[src/rtl/mem_arb_pkg.sv]
// ============================================================================
//  Module   : mem_arb_pkg
//  Brief    : Shared types and width defaults for the mp4 memory-port arbiter.
//  Revision : 1.0 - initial release
// ============================================================================
`default_nettype none

package mem_arb_pkg;

  localparam int unsigned ARB_ADDR_WIDTH = 32;
  localparam int unsigned ARB_LINE_WIDTH = 256;

  typedef enum logic [1:0] {
    IDLE    = 2'd0,
    SERVE_I = 2'd1,
    SERVE_D = 2'd2
  } arb_state_e;

  typedef enum logic {
    REQ_I = 1'b0,
    REQ_D = 1'b1
  } arb_req_e;

endpackage : mem_arb_pkg

`default_nettype wire

[src/rtl/mem_arbiter.sv]
// ============================================================================
//  Module   : mem_arbiter
//  Brief    : Shares the single cacheline-adaptor port between icache and
//             dcache, one whole line transaction per grant.
//  Config   : MEM_ARB_ROUND_ROBIN_EN - round-robin tie break (else dcache wins)
//  Revision : 1.0 - initial release
// ============================================================================
`default_nettype none

module mem_arbiter
  import mem_arb_pkg::*;
#(
  parameter int unsigned ADDR_WIDTH = ARB_ADDR_WIDTH,
  parameter int unsigned LINE_WIDTH = ARB_LINE_WIDTH
) (
  input  logic                  clk,
  input  logic                  rst,

  input  logic                  i_read,
  input  logic [ADDR_WIDTH-1:0] i_addr,
  output logic [LINE_WIDTH-1:0] i_rdata,
  output logic                  i_resp,

  input  logic                  d_read,
  input  logic                  d_write,
  input  logic [ADDR_WIDTH-1:0] d_addr,
  input  logic [LINE_WIDTH-1:0] d_wdata,
  output logic [LINE_WIDTH-1:0] d_rdata,
  output logic                  d_resp,

  output logic                  pmem_read,
  output logic                  pmem_write,
  output logic [ADDR_WIDTH-1:0] pmem_addr,
  output logic [LINE_WIDTH-1:0] pmem_wdata,
  input  logic [LINE_WIDTH-1:0] pmem_rdata,
  input  logic                  pmem_resp
);

  arb_state_e            r_state;
  logic                  r_pmem_read;
  logic                  r_pmem_write;
  logic [ADDR_WIDTH-1:0] r_pmem_addr;
  logic [LINE_WIDTH-1:0] r_pmem_wdata;

  logic                  w_req_i;
  logic                  w_req_d;
  logic                  w_any_req;
  arb_req_e              w_tie_pick;
  arb_req_e              w_winner;
  logic                  w_done_i;
  logic                  w_done_d;

`ifdef MEM_ARB_ROUND_ROBIN_EN
  arb_req_e              r_rr_next;

  // Pointer moves away from whoever just finished, tie or not.
  always_ff @(posedge clk) begin
    if (rst) begin
      r_rr_next <= REQ_I;
    end else if (w_done_i) begin
      r_rr_next <= REQ_D;
    end else if (w_done_d) begin
      r_rr_next <= REQ_I;
    end
  end

  assign w_tie_pick = r_rr_next;
`else
  assign w_tie_pick = REQ_D;
`endif

  always_comb begin
    w_req_i   = i_read;
    w_req_d   = d_read | d_write;
    w_any_req = w_req_i | w_req_d;
    w_winner  = REQ_I;
    if (w_req_i && w_req_d) begin
      w_winner = w_tie_pick;
    end else if (w_req_d) begin
      w_winner = REQ_D;
    end
  end

  always_ff @(posedge clk) begin
    if (rst) begin
      r_state      <= IDLE;
      r_pmem_read  <= 1'b0;
      r_pmem_write <= 1'b0;
      r_pmem_addr  <= '0;
      r_pmem_wdata <= '0;
    end else begin
      case (r_state)
        IDLE: begin
          if (w_any_req) begin
            if (w_winner == REQ_D) begin
              r_state      <= SERVE_D;
              r_pmem_addr  <= d_addr;
              // A simultaneous read+write from the dcache is treated as a writeback.
              r_pmem_read  <= ~d_write;
              r_pmem_write <= d_write;
              if (d_write) begin
                r_pmem_wdata <= d_wdata;
              end
            end else begin
              r_state      <= SERVE_I;
              r_pmem_addr  <= i_addr;
              r_pmem_read  <= 1'b1;
              r_pmem_write <= 1'b0;
            end
          end
        end
        SERVE_I, SERVE_D: begin
          if (pmem_resp) begin
            r_state      <= IDLE;
            r_pmem_read  <= 1'b0;
            r_pmem_write <= 1'b0;
          end
        end
        default: begin
          r_state      <= IDLE;
          r_pmem_read  <= 1'b0;
          r_pmem_write <= 1'b0;
        end
      endcase
    end
  end

  // A completion that coincides with reset is dropped rather than reported.
  assign w_done_i = (r_state == SERVE_I) & pmem_resp & ~rst;
  assign w_done_d = (r_state == SERVE_D) & pmem_resp & ~rst;

  assign i_resp  = w_done_i;
  assign d_resp  = w_done_d;
  assign i_rdata = w_done_i ? pmem_rdata : '0;
  assign d_rdata = w_done_d ? pmem_rdata : '0;

  assign pmem_read  = r_pmem_read;
  assign pmem_write = r_pmem_write;
  assign pmem_addr  = r_pmem_addr;
  assign pmem_wdata = r_pmem_wdata;

endmodule : mem_arbiter

`default_nettype wire
[config.mk]
export PLATFORM = sky130hd
export DESIGN_NAME = mem_arbiter
export DESIGN_NICKNAME = d
export VERILOG_FILES = /design/src/rtl/mem_arb_pkg.sv /design/src/rtl/mem_arbiter.sv
export SDC_FILE = /design/constraint.sdc
export NUM_CORES = 1
export LEC_CHECK = 0
export ABC_AREA = 0
export BUFFER_PORTS_ARGS = -buffer_cell sky130_fd_sc_hd__clkbuf_2
export CAP_MARGIN = 0
export CORE_AREA = 2 2 540 542
export CTS_CLUSTER_SIZE = 16
export DETAILED_ROUTE_END_ITERATION = 8
export DIE_AREA = 0 0 542 544
export PLACE_DENSITY = 0.31
export RECOVER_POWER = 50
export REMOVE_ABC_BUFFERS = 1
export SLEW_MARGIN = 10
export SYNTH_ARGS = -nofsm -noshare
export SYNTH_HDL_FRONTEND = slang
export SYNTH_SLANG_ARGS = --single-unit
[constraint.sdc]
create_clock -name clk -period 1.5 [get_ports clk]
set_input_delay 0.075 -clock clk [delete_from_list [all_inputs] [get_ports clk]]
set_output_delay 0.075 -clock clk [all_outputs]
set_load 0.02 [all_outputs]
==> metrics.txt, run 1 <==
Avg Cell Area, Syn=7.55 µm²; unrepaired setup endpoints after global routing=yes; Hold Path Class=in2reg; DP Area=27700 µm²; Final Core Density=11.6%; Placement Setup Slack=-0.354 ns; worst-skew pair later-pin latency=approximately 0.65 ns; Max Clock Freq=about 410 MHz; global-route wire length before repair=between 200 and 250 mm; largest net degree at the start of global routing=a little under 60; die extent in x=between 500 and 600 µm; crit path launch type=flip-flop; Detailed Routing Iterations Pass 1=5; Post-DRT Antenna Nets=0; Slew Viols, Final=0; period utilization=161%; worst rel slew slack=approximately 64%; crit path DAT=roughly 2.3 ns; initial antenna violation count=141; flop-to-flop setup slack=-0.21 ns; core box area=289000 µm²; failing checks=setup timing; hold depth=5; Worst EP required=1.42 ns; max-cap check violation count=0; area grow syn2layout=134%; Seq/Total Area, Yosys=roughly 40%; Slew @ Worst Pin=between 0.5 and 0.6 ns; Core Rows=198; synthesized area=approximately 14000 µm²; Post-Layout Cell Count=7506; highest-count cells in the layout ignoring fill and taps=1055 x clkbuf_2, 545 x nand2_1, 471 x and2_1, 332 x dlygate4sd3_1, 290 x dfxtp_1; total track usage=about 12%; CTS Buf Count=41; WS Path Type=reg2out; cells after synthesis=between 1500 and 2000; vias in the first global route=a little over 20000; via count=20900; drt wl/cell=approximately 26 µm; Vias per Instance=between 2 and 3; total gr overflow=0; die area=295000 µm²; distinct cell type count after synthesis=24; Die H=about 540 µm; I/O pins=1386; final instance area=around 33000 µm²; Final Skew=~0.069 ns; RePlAce Congestion=around 0.96; clock-pin slew on the worst setup and hold paths=about 0.06 ns; leakage power=approximately 14 nW; Hold Fails Final Rpt=0; hold_ws=0.0502 ns; DRT iter0 DRCs=between 1000 and 1500; flops & latches, synth=just under 300; CTS HTree Levels=2; Initial Util=between 4 and 5%; Setup violations, final=783; crit path time final=approximately 2.4 ns; Final #Nets=roughly 4200; Pwr Density=between 800 and 900 nW/µm²; setup ws final=-0.918 ns; Worst VDD drop=approximately 660 µV; Syn. warnings=0; leading cell type in the layout, fill and taps excluded=clkbuf_2; CTS tree=built; CP max FO=15; drt drc=0; CTS root buffer=clkbuf_16; Reg2Reg Depth=7; status=complete, but fails checks; Placed Cells=around 7000; Post-DP HPWL=between 150 and 200 mm; Sink Count=just under 300; total wire length=roughly 190 mm; fillcell total=roughly 34000; CP endpoint kind=output pin; layout cell share with drive strength beyond 1=a little over two fifths; deepest clock path buffer count=3; I/O Buffers=1385
-- path summary, 6_finish.rpt --
check,from,endpoint
worst max-delay path,r_state[1]$_SDFFE_PP0P_,i_rdata[124]
worst min-delay path,d_write,pmem_wdata[92]$_SDFFE_PP0P_
worst max register to register,r_state[0]$_SDFFE_PP0P_,pmem_wdata[176]$_SDFFE_PP0P_
worst min register to register,pmem_wdata[205]$_SDFFE_PP0P_,pmem_wdata[205]$_SDFFE_PP0P_
-- power by group --
part | total (mW) | internal, mW | switching (mW) | leakage [nW]
Sequential | 8.90 | 8.48 | 0.423 | 2.40
Clock | 10.7 | 6.32 | 4.38 | 0.698
Combinational | 8.89 | 3.25 | 5.64 | 11.2
Total | 28.5 | 18.1 | 10.4 | 14.3
-- cells in the mapped netlist --
| master | n | area (µm²) |
|---|---|---|
| clkbuf_1 | 39 | 146 |
| ha_1 | 3 | 37.5 |
| dfxtp_1 | 292 | 5850 |
| a311oi_2 | 32 | 480 |
| a21oi_1 | 260 | 1300 |
| o31a_1 | 1 | 8.76 |
| nor2_1 | 32 | 120 |
| nand3b_1 | 1 | 7.51 |
| and3b_1 | 2 | 17.5 |
| nand2b_1 | 2 | 12.5 |
| o21ai_0 | 35 | 175 |
| nand2_1 | 546 | 2050 |
| buf_2 | 40 | 200 |
| a221oi_1 | 1 | 8.76 |
| inv_1 | 3 | 11.3 |
| nor2b_1 | 2 | 12.5 |
| nor2_2 | 1 | 6.26 |
| buf_1 | 1 | 3.75 |
| buf_4 | 11 | 82.6 |
| nor4b_1 | 1 | 8.76 |
| and2_1 | 513 | 3210 |
| buf_6 | 29 | 327 |
| nor3_1 | 1 | 5.00 |
| clkbuf_2 | 46 | 230 |
-- state kept, by name, indices dropped and copies added, names as in the netlist --
name and flops:
pmem_addr 32, pmem_read 1, pmem_wdata 256, pmem_write 1, r_state 2
-- routing by layer --
metal  track usage (%)  vias up  share of wire, %
met5                 0        -             0.048
met4              3.81       16               3.5
met3              5.60      259                11
met2              21.8     1302                49
met1              13.1     9731                37
li1                  -     9554                 -
-- stage by stage --
| step | power (mW) | TNS (ns) |
|---|---|---|
| floorplan | 12.2 | -2277.18 |
| global placement | 17.3 | -135.28 |
| detailed placement | 17.3 | -123.12 |
| CTS | 29.3 | -508.69 |
| global route | 30.0 | -540.08 |
| finish | 28.5 | -444.61 |
-- layout make-up --
type | count | area [µm²] | share of cell area (%)
clock buffers | 54 | 1140 | 3.42
inverters | 3 | 11.3 | 0.0336
flip-flops and latches | 292 | 5850 | 17.5
well taps | 3800 | 4750 | 14.2
multi-input cells | 1433 | 7570 | 22.6
repair buffers | 1850 | 13700 | 40.9
diodes | 54 | 135 | 0.404
clock inverters | 20 | 315 | 0.942
-- timing repair --
item                       in CTS  in global routing
gates resized for setup       112                151
gates cloned                    6                  7
setup buffers                   1                  2
pin swaps                       3                  1
setup endpoints to repair     821                814
hold endpoints to repair      292                  0
hold buffers                  332                  0
-- kinds of logic (layout without fill, tap and decap cells) --
family	count (synthesis)	in the layout	share of synthesized area [%]
DFF	292	292	40.9
AOI/OAI and AO/OA	329	329	13.8
and+or+nand+nor	1101	1101	38.1
other	0	54	0
adders and majority gates	3	3	0.262
buffers and inverters	169	1927	7.00
-- worst max-delay path: stages (launching register included) --
cell     delay [ns]
dfxtp_2        0.33
inv_2          0.06
ha_1           0.14
and3b_4        0.25
buf_16         0.19
buf_16         0.20
and2_1         0.20
buf_2          0.19
No activity file was read; power rests on OpenSTA's default activity.
==> inputs of run 2 (changes only) <==
==> constraint.sdc (replaced) <==
create_clock -name clk -period 1.5 [get_ports clk]
set_input_delay 0.075 -clock clk [delete_from_list [all_inputs] [get_ports clk]]
set_output_delay 0.075 -clock clk [all_outputs]
set_load 0.01 [all_outputs]
==> run 2 against run 1 <==
Against the previous run:
- the run still ends with setup timing left
- setup slack improved by 0.0050 ns
- flip-flop and latch count did not move
- clock-buffer cell count did not move
- clock power fell by 4%
- clock skew fell by 0.033 ns
- sequential share of layout area fell by 0.18 points
- die area did not move
- critical path depth rose by 2
- maximum frequency rose by 0.21%
- hold slack improved by 0.11 ns
- critical path type unchanged
- critical endpoint is now d_rdata[24]
- largest cell class unchanged
==> metrics.txt, run 2 (synthesized netlist as in run 1, its figures left out) <==
CP max FO=23 (was 15); crit path DAT=2.34 ns (about the same); Worst VDD drop=693 µV (was 658 µV); setup_tns=-494.41 ns (was -444.61 ns); deepest clock path buffer count=3 (unchanged); CTS tree=built (unchanged); Clk network pwr share=37.5% (was 37.6%); failing checks=setup timing (unchanged); unrepaired setup endpoints after global routing=yes (unchanged); drt drc=0 (unchanged); Reg2Reg Depth=7 (unchanged); via count=21100 (was 20900); DP Area=27200 µm² (was 27700 µm²); Die H=544 µm (unchanged); Detailed Routing Iterations Pass 1=5 (unchanged); Comb pwr share=30.1% (was 31.2%); global-route wire length before repair=233 mm (was 234 mm); initial antenna violation count=128 (was 141); Core Rows=198 (unchanged); Pwr Density=815 nW/µm² (was 851 nW/µm²); r2r startpoint=r_state[0]$_SDFFE_PP0P_ (unchanged); drt wl/cell=26.0 µm (was 25.8 µm); die extent in x=542 µm (unchanged); total wire length=195 mm (was 194 mm); clock-pin slew on the worst setup and hold paths=0.06 ns (about the same); CTS root buffer=clkbuf_16 (unchanged); crit path time final=2.41 ns (was 2.42 ns); max FFs per register=256 (unchanged); status=complete, but fails checks (unchanged); Hold Path Class=in2reg (unchanged); Sink Count=292 (unchanged); Initial Util=4.94% (unchanged); Slew Viols, Final=0 (unchanged); layout cell share with drive strength beyond 1=45.1% (was 41.9%); Worst EP required=1.42 ns (about the same); leakage power=14.7 nW (was 14.3 nW); RePlAce Congestion=0.967 (was 0.963); core box area=289000 µm² (unchanged); DRT iter0 DRCs=971 (was 1008); end of the worst hold path=pmem_read$_SDFFE_PP0P_ (was pmem_wdata[92]$_SDFFE_PP0P_); Final Skew=0.0353 ns (was 0.0685 ns); Post-DRT Antenna Nets=0 (unchanged); total gr overflow=0 (unchanged); Placement Setup Slack=-0.387 ns (was -0.354 ns); switch share=34.9% (was 36.6%); I/O pins=1386 (unchanged); P_int=18.0 mW (was 18.1 mW); hold depth=4 (was 5); total track usage=12.4% (about the same); leading cell type in the layout, fill and taps excluded=clkbuf_2 (unchanged); vias in the first global route=20700 (was 20500); Post-DP HPWL=173 mm (about the same); area grow syn2layout=136% (was 134%); flop-to-flop setup slack=-0.41 ns (was -0.21 ns); worst-skew pair later-pin latency=0.64 ns (was 0.65 ns); CP endpoint kind=output pin (unchanged); sequential share of power=32.4% (was 31.2%); final instance area=33800 µm² (was 33500 µm²); Hold Fails Final Rpt=0 (unchanged); Final #Nets=4237 (was 4206); CTS Buf Count=39 (was 41); CTS HTree Levels=2 (unchanged); Max Clock Freq=414 MHz (about the same); Setup violations, final=804 (was 783); setup ws final=-0.913 ns (was -0.918 ns); Slew @ Worst Pin=0.597 ns (was 0.536 ns); largest net degree at the start of global routing=55 (was 59); WS Path Type=reg2out (unchanged); switching power=9.61 mW (was 10.4 mW); Final Core Density=11.7% (was 11.6%); highest-count cells in the layout ignoring fill and taps=1037 x clkbuf_2, 545 x nand2_1, 375 x and2_1, 324 x dlygate4sd3_1, 290 x dfxtp_1 (was 1055 x clkbuf_2, 545 x nand2_1, 471 x and2_1, 332 x dlygate4sd3_1, 290 x dfxtp_1); Hold Startpoint=d_write (unchanged); period utilization=161% (about the same); I/O Buffers=1385 (unchanged); crit path launch type=flip-flop (unchanged); worst rel slew slack=60.1% (was 64.2%); max-cap check violation count=0 (unchanged); fillcell total=33800 (about the same); FF-to-FF End=pmem_wdata[67]$_SDFFE_PP0P_ (was pmem_wdata[176]$_SDFFE_PP0P_); Vias per Instance=2.81 (was 2.78); die area=295000 µm² (unchanged)
-- run 2: cell types whose count changed in the layout (fill, tap and decap cells not counted), sizes merged --
cell	delta
buf	+79
dlygate4sd3	-8
clkinvlp	-2
clkinv	-2
diode	-25
clkbuf	-38
-- run 2: worst max path at each step --
stage,depth (start not counted),end,start,slack [ns]
finish,9,d_rdata[24],r_state[0]$_SDFFE_PP0P_,-0.91
global route,9,d_rdata[24],r_state[0]$_SDFFE_PP0P_,-0.99
CTS,7,d_rdata[179],r_state[0]$_SDFFE_PP0P_,-1.00
detailed placement,7,pmem_addr[9]$_SDFFE_PP0P_,r_state[0]$_SDFFE_PP0P_,-0.39
global placement,7,pmem_addr[9]$_SDFFE_PP0P_,r_state[1]$_SDFFE_PP0P_,-0.41
floorplan,5,pmem_wdata[0]$_SDFFE_PP0P_,r_state[0]$_SDFFE_PP0P_,-3.80
-- run 2: power groups by stage --
stage                     Clock, mW  Combinational, mW  Sequential, mW
after floorplan                   0               2.13            9.31
after global placement            0               7.44            9.08
after detailed placement          0               7.41            9.10
after CTS                      10.9               8.32            8.93
after global routing           11.1               9.02            9.01
final                          10.3               8.31            8.92
-- run 2: area by class of cell --
cell class	count	area (µm²)	area share (%)
clock buffer	54	1110	3.29
antenna	29	72.6	0.215
inverter	3	13.8	0.0407
sequential	292	5850	17.3
clock inverter	16	277	0.817
timing repair buffer	1883	13900	41.1
multi-input combinational	1433	7840	23.2
tap	3800	4750	14.1
-- run 2: per-layer routing --
layer	vias up	share of wire, %	track usage, %
li1	9576	-	-
met1	9925	37	13.4
met2	1275	49	22.2
met3	276	11	5.12
met4	20	3.0	2.77
met5	-	0.085	0
-- run 2: critical path, stage by stage (launching register included) --
cell and delay, ns:
dfxtp_2 0.36, inv_2 0.06, ha_4 0.15, and3b_4 0.18
buf_12 0.15, buf_12 0.14, clkbuf_16 0.16, clkbuf_16 0.18
and2_1 0.16, clkbuf_2 0.14
-- run 2: timing repair --
item	CTS	global route
pin swaps	1	22
resized for setup	97	387
setup endpoints to repair	804	806
hold buffers	324	0
gates cloned	4	22
setup buffers	12	13
endpoints found under the hold margin	292	0
-- run 2: metrics by stage --
stage               hold WS, ns  cells  power (mW)
floorplan                 0.143   1728        11.4
global placement          0.301   7038        16.5
detailed placement        0.307   7038        16.5
CTS                      0.0990   7448        28.1
global route              0.194   7492        29.1
finish                    0.157   7510        27.6
==> inputs of run 3 (changes only) <==
--- a/config.mk
+++ b/config.mk
@@ -6,13 +6,13 @@
 export NUM_CORES = 1
 export LEC_CHECK = 0
 export ABC_AREA = 0
-export BUFFER_PORTS_ARGS = -buffer_cell sky130_fd_sc_hd__clkbuf_2
 export CAP_MARGIN = 0
-export CORE_AREA = 2 2 540 542
+export CORE_AREA = 2 2 536 538
 export CTS_CLUSTER_SIZE = 16
 export DETAILED_ROUTE_END_ITERATION = 8
-export DIE_AREA = 0 0 542 544
-export PLACE_DENSITY = 0.31
+export DIE_AREA = 0 0 538 540
+export DONT_BUFFER_PORTS = 1
+export PLACE_DENSITY = 0.3
 export RECOVER_POWER = 50
 export REMOVE_ABC_BUFFERS = 1
 export SLEW_MARGIN = 10
==> constraint.sdc (replaced) <==
create_clock -name clk -period 2.87 [get_ports clk]
set_input_delay 0.1435 -clock clk [delete_from_list [all_inputs] [get_ports clk]]
set_output_delay 0.1435 -clock clk [all_outputs]
set_load 0.01 [all_outputs]
==> run 3 against run 2 <==
Against the previous run:
- the flow finishes with violations (antenna rules)
- via count down 18%
- critical path depth is 2 lower
- sequential share of layout area grew 5.7 points
- hold slack got worse by 0.080 ns
==> metrics.txt, run 3 (synthesized netlist as in run 1, its figures left out) <==
Setup violations, final=0 (was 804); Sequential Area=5850 µm² (about the same); unrepaired setup endpoints after global routing=no (was yes); status=complete, but fails checks (unchanged); Max Clock Freq=around 360 MHz; WS Path Type=reg2out (unchanged); Vias per Instance=2.74 (was 2.81); I/O Buffers=0 (was 1385); final instance area=25400 µm² (was 33800 µm²); DRT iter0 DRCs=1014 (was 971); worst rel slew slack=36.5% (was 60.1%); die area=291000 µm² (was 295000 µm²); crit path DAT=2.67 ns (was 2.34 ns); total gr overflow=0 (unchanged); r2r startpoint=r_state[0]$_SDFFE_PP0P_ (unchanged); drt drc=0 (unchanged); Placed Cells=5608 (was 7038); RePlAce Congestion=1.12 (was 0.967); failing checks=antenna rules (was setup timing); crit path launch type=flip-flop (unchanged); core box area=284000 µm² (was 289000 µm²); clock-pin slew on the worst setup and hold paths=0.06 ns (about the same); FF-to-FF End=pmem_addr[13]$_SDFFE_PP0P_ (was pmem_wdata[67]$_SDFFE_PP0P_); Initial Util=5.03% (was 4.94%); worst-skew pair later-pin latency=0.61 ns (was 0.64 ns); Final Core Density=8.94% (was 11.7%); Worst VDD drop=309 µV (was 693 µV); deepest clock path buffer count=3 (unchanged); Slew Viols, Final=0 (unchanged); CTS Buf Count=38 (was 39); global-route wire length before repair=212 mm (was 233 mm); CTS root buffer=clkbuf_16 (unchanged); hold_ws=0.0768 ns (was 0.157 ns); Worst EP required=2.73 ns (was 1.42 ns); Final Skew=0.0349 ns (was 0.0353 ns); total track usage=11.8% (was 12.4%); setup ws final=0.0590 ns (was -0.913 ns); die extent in x=538 µm (was 542 µm); Post-DRT Antenna Nets=1 (was 0); Die H=540 µm (was 544 µm); area grow syn2layout=77.7% (was 136%); Hold Path Class=in2reg (unchanged); CP endpoint=d_rdata[55] (was d_rdata[24]); I/O pins=1386 (unchanged); Power, Total=12.8 mW (was 27.6 mW); Pwr Density=503 nW/µm² (was 815 nW/µm²); max-cap check violation count=0 (unchanged); highest-count cells in the layout ignoring fill and taps=545 x nand2_1, 418 x dlygate4sd3_1, 373 x and2_1, 292 x dfxtp_1, 260 x a21oi_1 (was 1037 x clkbuf_2, 545 x nand2_1, 375 x and2_1, 324 x dlygate4sd3_1, 290 x dfxtp_1); CP max FO=106 (was 23); largest net degree at the start of global routing=171 (was 55); drt wl/cell=29.0 µm (was 26.0 µm); Core Rows=196 (was 198); CTS tree=built (unchanged); DP Area=19400 µm² (was 27200 µm²); total wire length=182 mm (was 195 mm); Sink Count=292 (unchanged); layout cell share with drive strength beyond 1=9.33% (was 45.1%); via count=17200 (was 21100); Reg2Reg Depth=7 (unchanged); crit path from=r_state[0]$_SDFFE_PP0P_ (unchanged); Slew @ Worst Pin=0.953 ns (was 0.597 ns); max FFs per register=256 (unchanged); vias in the first global route=15500 (was 20700); Hold Fails Final Rpt=0 (unchanged); multi-input logic area=7480 µm² (was 7840 µm²); fillcell total=33200 (was 33800); leakage power=8.62 nW (was 14.7 nW); setup_tns=0 ns (was -494.41 ns); CTS HTree Levels=2 (unchanged); CP endpoint kind=output pin (unchanged); Detailed Routing Iterations Pass 1=7 (was 5); Post-Layout Cell Count=6273 (was 7510); leading cell type in the layout, fill and taps excluded=nand2_1 (was clkbuf_2); setup bufs post-CTS=0 (was 12); Post-DP HPWL=158 mm (was 173 mm); initial antenna violation count=257 (was 128); flop-to-flop setup slack=0.22 ns (was -0.41 ns); period utilization=between 90% and 100%; Final #Nets=2891 (was 4237); Placement Setup Slack=0.679 ns (was -0.387 ns); crit path time final=between 2 and 3 ns
==> run 3: cell types whose count changed in the layout (fill, tap and decap cells not counted), sizes merged <==
cell,change
clkbuf,-1211
buf,-230
diode,+146
dlygate4sd3,+94
clkinv,+6
bufinv,-2
clkinvlp,-1
inv,-1
==> run 3: layer usage <==
layer	GRT usage, %	share of wire, %	up-vias
met3	6.36	14	482
met4	3.61	4.6	8
li1	-	-	7041
met1	11.3	32	8015
met2	21.3	49	1666
met5	0.550	0.24	-
==> run 3: report_power, final <==
part / internal [mW] / switching [mW]
sequential: 4.43 / 0.767
clock: 2.99 / 2.23
combinational: 1.09 / 1.28
==> run 3: area by class of cell <==
cell class / count / share of cell area (%)
Sequential cell: 292 / 23.0
Timing Repair Buffer: 538 / 22.1
Tap cell: 3762 / 18.5
Multi-Input combinational cell: 1433 / 29.4
Antenna cell: 175 / 1.72
Clock buffer: 52 / 4.35
Clock inverter: 18 / 0.793
Inverter: 3 / 0.0443
==> run 3: critical path, stage by stage (launching register included) <==
cell,delay [ns]
dfxtp_1,0.32
inv_1,0.09
ha_1,0.15
and3b_4,0.22
buf_16,0.23
buf_16,0.28
and2_1,0.30
buf_4,0.17
==> run 3: repair_timing <==
| action | CTS | global route |
|---|---|---|
| gates cloned | 0 | 1 |
| setup endpoints to repair | 6 | 37 |
| resized for setup | 2 | 5 |
| hold endpoints to repair | 292 | 0 |
| hold buffers | 419 | 0 |
==> run 3: how the worst min path moves through the flow <==
stage          startpoint                      endpoint  depth (start not counted)
5_1_grt               rst  pmem_wdata[100]$_SDFFE_PP0P_                          2
3_3_place_gp          rst  pmem_wdata[186]$_SDFFE_PP0P_                          1
3_5_place_dp          rst  pmem_wdata[186]$_SDFFE_PP0P_                          1
4_1_cts               rst  pmem_wdata[126]$_SDFFE_PP0P_                          2
6_report              rst  pmem_wdata[190]$_SDFFE_PP0P_                          2
2_1_floorplan         rst     pmem_addr[0]$_SDFFE_PP0P_                          1
